### src/rtl/alu_pkg.sv
// alu_pkg: shared widths, function-select codes and FSM states for the arbitrated ALU
package alu_pkg;
  localparam int OP_W = 4;
  localparam int RES_W = 8;
  localparam logic [1:0] FSEL_ADD = 2'b00;
  localparam logic [1:0] FSEL_SUB = 2'b01;
  localparam logic [1:0] FSEL_MUL = 2'b10;
  localparam logic [1:0] FSEL_XOR = 2'b11;
  typedef enum logic [1:0] {IDLE, EXEC, RESP} state_t;
endpackage

### src/rtl/alu_core.sv
// alu_core: registered 4-bit ALU (add, sub, mul, xor) with an 8-bit result and one cycle of latency
module alu_core
  import alu_pkg::*;
(
  input  logic             Clk,
  input  logic             Rst,
  input  logic [OP_W-1:0]  A,
  input  logic [OP_W-1:0]  B,
  input  logic [1:0]       Fsel,
  output logic [RES_W-1:0] Y
);
  logic [RES_W-1:0] a_x, b_x;
  assign a_x = RES_W'(A);
  assign b_x = RES_W'(B);
  always_ff @(posedge Clk)
    if (Rst) Y <= '0;
    else Y <= Fsel == FSEL_ADD ? a_x + b_x :
              Fsel == FSEL_SUB ? a_x - b_x :
              Fsel == FSEL_MUL ? a_x * b_x : a_x ^ b_x;
endmodule

### src/rtl/alu_arbiter.sv
// alu_arbiter: round-robin arbiter sharing one registered ALU among N_REQ requesters
// Define ALU_ARB_FIXED_PRI_EN for fixed lowest-index-wins priority instead of round-robin.
module alu_arbiter
  import alu_pkg::*;
#(
  parameter int N_REQ = 4,
  parameter int ID_W = $clog2(N_REQ)
) (
  input  logic                  Clk,
  input  logic                  Rst,
  input  logic [N_REQ-1:0]      Req,
  input  logic [4*N_REQ-1:0]    A_in,
  input  logic [4*N_REQ-1:0]    B_in,
  input  logic [2*N_REQ-1:0]    Fsel_in,
  output logic [N_REQ-1:0]      Gnt,
  output logic                  Busy,
  output logic                  Res_Valid,
  output logic [ID_W-1:0]       Res_Id,
  output logic [RES_W-1:0]      O
);
  state_t state;
  logic [ID_W-1:0] win, id;
  logic [OP_W-1:0] a_q, b_q;
  logic [1:0] f_q;
`ifdef ALU_ARB_FIXED_PRI_EN
  always_comb begin
    win = '0;
    for (int k = N_REQ - 1; k >= 0; k--)
      if (Req[k]) win = ID_W'(k);
  end
`else
  logic [ID_W-1:0] rr;
  // scan downwards so the candidate closest to rr is the last (winning) assignment
  always_comb begin
    win = '0;
    for (int k = N_REQ - 1; k >= 0; k--)
      if (Req[(int'(rr) + k) % N_REQ]) win = ID_W'((int'(rr) + k) % N_REQ);
  end
  always_ff @(posedge Clk)
    if (Rst) rr <= '0;
    else if (state == IDLE && |Req) rr <= int'(win) == N_REQ - 1 ? '0 : win + 1'b1;
`endif
  always_ff @(posedge Clk) begin
    if (Rst) begin
      state <= IDLE;
      Gnt <= '0;
      Busy <= 1'b0;
      Res_Valid <= 1'b0;
      Res_Id <= '0;
      id <= '0;
      a_q <= '0;
      b_q <= '0;
      f_q <= '0;
    end else begin
      Gnt <= '0;
      Res_Valid <= 1'b0;
      case (state)
        IDLE: if (|Req) begin
          state <= EXEC;
          id <= win;
          a_q <= A_in[OP_W*win +: OP_W];
          b_q <= B_in[OP_W*win +: OP_W];
          f_q <= Fsel_in[2*win +: 2];
          Gnt <= N_REQ'(1) << win;
          Busy <= 1'b1;
        end
        EXEC: begin
          state <= RESP;
          Res_Valid <= 1'b1;
          Res_Id <= id;
        end
        RESP: begin
          state <= IDLE;
          Busy <= 1'b0;
        end
        default: state <= IDLE;
      endcase
    end
  end
  // operand latches only move on a grant, so O holds between responses
  alu_core u_core (
    .Clk(Clk),
    .Rst(Rst),
    .A(a_q),
    .B(b_q),
    .Fsel(f_q),
    .Y(O)
  );
endmodule

### config.mk
export PLATFORM = sky130hd
export DESIGN_NAME = alu_arbiter
export DESIGN_NICKNAME = d
export VERILOG_FILES = /design/src/rtl/alu_pkg.sv /design/src/rtl/alu_core.sv /design/src/rtl/alu_arbiter.sv
export SDC_FILE = /design/constraint.sdc
export NUM_CORES = 1
export LEC_CHECK = 0
export BUFFER_PORTS_ARGS = -buffer_cell sky130_fd_sc_hd__buf_2
export CORE_UTILIZATION = 54
export CTS_BUF_LIST = sky130_fd_sc_hd__clkbuf_8
export DETAILED_ROUTE_END_ITERATION = 10
export PLACE_DENSITY = 0.91
export SLEW_MARGIN = 30
export SYNTH_ARGS = -nofsm -noshare
export SYNTH_HDL_FRONTEND = slang
export SYNTH_SLANG_ARGS = --single-unit
### constraint.sdc
create_clock -name Clk -period 3.1 [get_ports Clk]
set_input_delay 0.31 -clock Clk [delete_from_list [all_inputs] [get_ports Clk]]
set_output_delay 0.31 -clock Clk [all_outputs]
set_load 0.005 [all_outputs]
==> impl_results.md <==
- Fin worst setup slack: 0.1609 ns
- Port buffer count: 61
- Finished Cell Area: 2628 µm²
- Period Utilization, post-route: 94.81%
- Row count: 22
- Worst-Skew Late Latency: approximately 0.29 ns
- Boundary pin count: 62
- Setup Crit Path Kind: reg2reg
- Clock sink total: 32
- Vias: 1891
- Status: complete, no violations
- Slew headroom: 56.81%
- Leakage power total: about 0.0013 µW
- Crit. End Element: flop
- Max Root-Sink Buffers: 2
- Clock transition at path regs: 0.07 ns
- Area contributors post-synth: dfxtp_1 (29%), ha_1 (12%), mux2i_1 (10%), o221ai_2 (6.2%), fa_1 (5.5%)
- TritonCTS Buffers: 5
- Worst path required time: between 3 and 4 ns
- Postcts setup bufs: 0
- Skew final: 0.01053 ns
- Top-area cell type share of the netlist area: 29.46%
- Syn_area_per_cell: 9.414 µm²
- Post-DRT Antenna Nets: 0
- Non-Filler Instances: 341
- PnR Total Power: approximately 1500 µW
- EDFF count, synth: 0
- Ys Warns: 0
- Post-Route WL: 4.514 mm
- Most common cell in the synthesized netlist: dfxtp_1
- Die Wd: 65.46 µm
- Detail Placement HPWL: around 3.5 mm
- Core area: 3771 µm²
- RSZ-0062 raised after global routing: no
- Async set-reset flop share out of synthesis: 0%
- Number of global-route vias before repair: 1764
- Sequential-to-total area share from yosys stat: 29.46%
- Setup TNS: 0 ns
- Synth Instances: 231
- Nets: 364
- Crit path launch type: flop
- Initial antenna violation count: 0
- CTS tree: built
- Yosys reg bits: 32
- Cts-stage hold buffer count: 0
- Die area: 4285 µm²
- Main flop type after synthesis: dfxtp_1
- Max Slew Vio Count: 0
- Die Y: approximately 65 µm
- Crit path max fanout: 4
- Largest net degree at the start of global routing: 26
- Post-Syn Nets: 303
- Peak VDD IR: 0.3567 mV
- Gpl congestion: 0.8703
- Worst slew pin tran: roughly 0.65 ns
- Total GRT Usage: between 20 and 25%
- CTS HTree Levels: 2
- Synth cell count leaders: dfxtp_1 (32), nor2_1 (25), mux2i_1 (22), nand2_1 (21), ha_1 (20)
- Final-layout fill cell count: 278
- Final Critical Period: 2.939 ns
- Wire per inst: around 13 µm
- Biggest area consumer among synthesized cells: dfxtp_1
- CTS root buf: clkbuf_8
- Worst EP arrival: approximately 3.1 ns
- Layout area overhead: 20.83%
- DRT iter0 DRCs: 46
- Global-route wire length before repair: 7.389 mm
- Grt total ovfl: 0
- Max Cap Viol: 0
- Dpl ws: 0.07611 ns
- PostCTS Resize Cnt: 0
- Drt drc: 0
- Fmax: 340.2 MHz
- Placed Cells: 333
- Antenna cells: 0
- Cell area power density: 557.0 nW/µm²
- Placed Area: 2487 µm²
- Iteration count of the initial detailed-routing pass: 4
- Hold Fails Final Rpt: 0
- Cell area after synthesis: 2175 µm²
- Vias per cell: 5.545
- Hold Crit Class: in2reg
- Initial Utilization: 57.66%
- Distinct cells, synth: 43
- Finish-stage setup viols: 0
- Share of cells above drive strength 1: a little under a third
-- sequential cells by signal, summed over array words and instances, names as in the netlist --
signal and count:
Gnt 4, f_q 2, Res_Valid 1, Busy 1, a_q 4, rr 2, u_core.Y 8, state 2
Res_Id 2, b_q 4, id 2
-- metrics by stage --
step	util [%]	hold WS (ns)
CTS	69.31	0.3106
global route	69.67	0.3421
detailed placement	65.96	0.4480
floorplan	-	0.4357
finish	69.67	0.3035
global placement	65.96	0.4441
-- final timing paths --
kind / to / cells past startpoint / slack (ns) / startpoint
setup / recovery: u_core.Y[7] / 10 / 0.16 / a_q[0]
hold / removal: a_q[3] / 3 / 0.30 / A_in[3]
setup reg to reg: u_core.Y[7] / 10 / 0.16 / a_q[0]
hold reg to reg: id[0] / 2 / 0.45 / id[0]
-- report_power, final --
part           switching, µW  internal, µW  leakage (µW)
combinational            264           227      0.000949
sequential              60.3           474      0.000264
clock                    154           283     0.0000645
total                    478           985       0.00128
-- cells in the final DEF, fill, tap and decap left out, types with 2 or more instances in the layout --
master / synthesis / layout
buf_2: 0 / 61
dfxtp_1: 32 / 31
nor2_1: 25 / 25
mux2i_1: 22 / 22
nand2_1: 21 / 21
ha_1: 20 / 20
inv_1: 14 / 14
a21oi_1: 14 / 13
o221ai_2: 9 / 9
clkbuf_8: 0 / 7
and2_1: 6 / 6
o21ai_0: 6 / 6
fa_1: 6 / 5
nand2b_1: 4 / 4
nor2b_1: 4 / 4
a211oi_1: 4 / 4
a21o_1: 3 / 3
xnor2_1: 3 / 3
xor2_1: 3 / 3
buf_4: 1 / 3
a211oi_2: 2 / 2
o21bai_1: 2 / 2
nor4b_1: 2 / 2
o21a_1: 2 / 2
-- worst max-delay path: stages, from the launching register on --
cell and delay [ns]:
dfxtp_1 0.39, nand2_1 0.10, fa_1 0.54, inv_1 0.06, fa_2 0.60, ha_1 0.25, a21o_1 0.20, a21oi_2 0.19
a2bb2oi_2 0.18, nor4_1 0.06, a211o_1 0.28
-- cells by family after synthesis --
logic type	synth area share, %
AOI/OAI and AO/OA	20.37
muxes	10.13
adders and majority gates	17.03
xor gates and xnor gates	2.417
and+or+nand+nor	14.73
DFF	29.46
buffers and inverters	5.868
-- routing by layer --
layer	vias up	part of all wire [%]	GRT usage (%)
met2	55	51	40.98
met5	-	0	0
met4	0	1.1	5.978
li1	942	-	-
met1	886	43	25.30
met3	8	4.6	6.250
-- final cells by class --
class | count | area (µm²) | area share [%]
Multi-Input combinational cell | 175 | 1419 | 54.00
Sequential cell | 32 | 641.9 | 24.43
Timing Repair Buffer | 64 | 327.8 | 12.48
Clock buffer | 7 | 96.34 | 3.667
Tap cell | 48 | 60.06 | 2.286
Inverter | 14 | 52.55 | 2.000
Clock inverter | 1 | 30.03 | 1.143
Note: power is estimated with default switching activity, not from simulation.
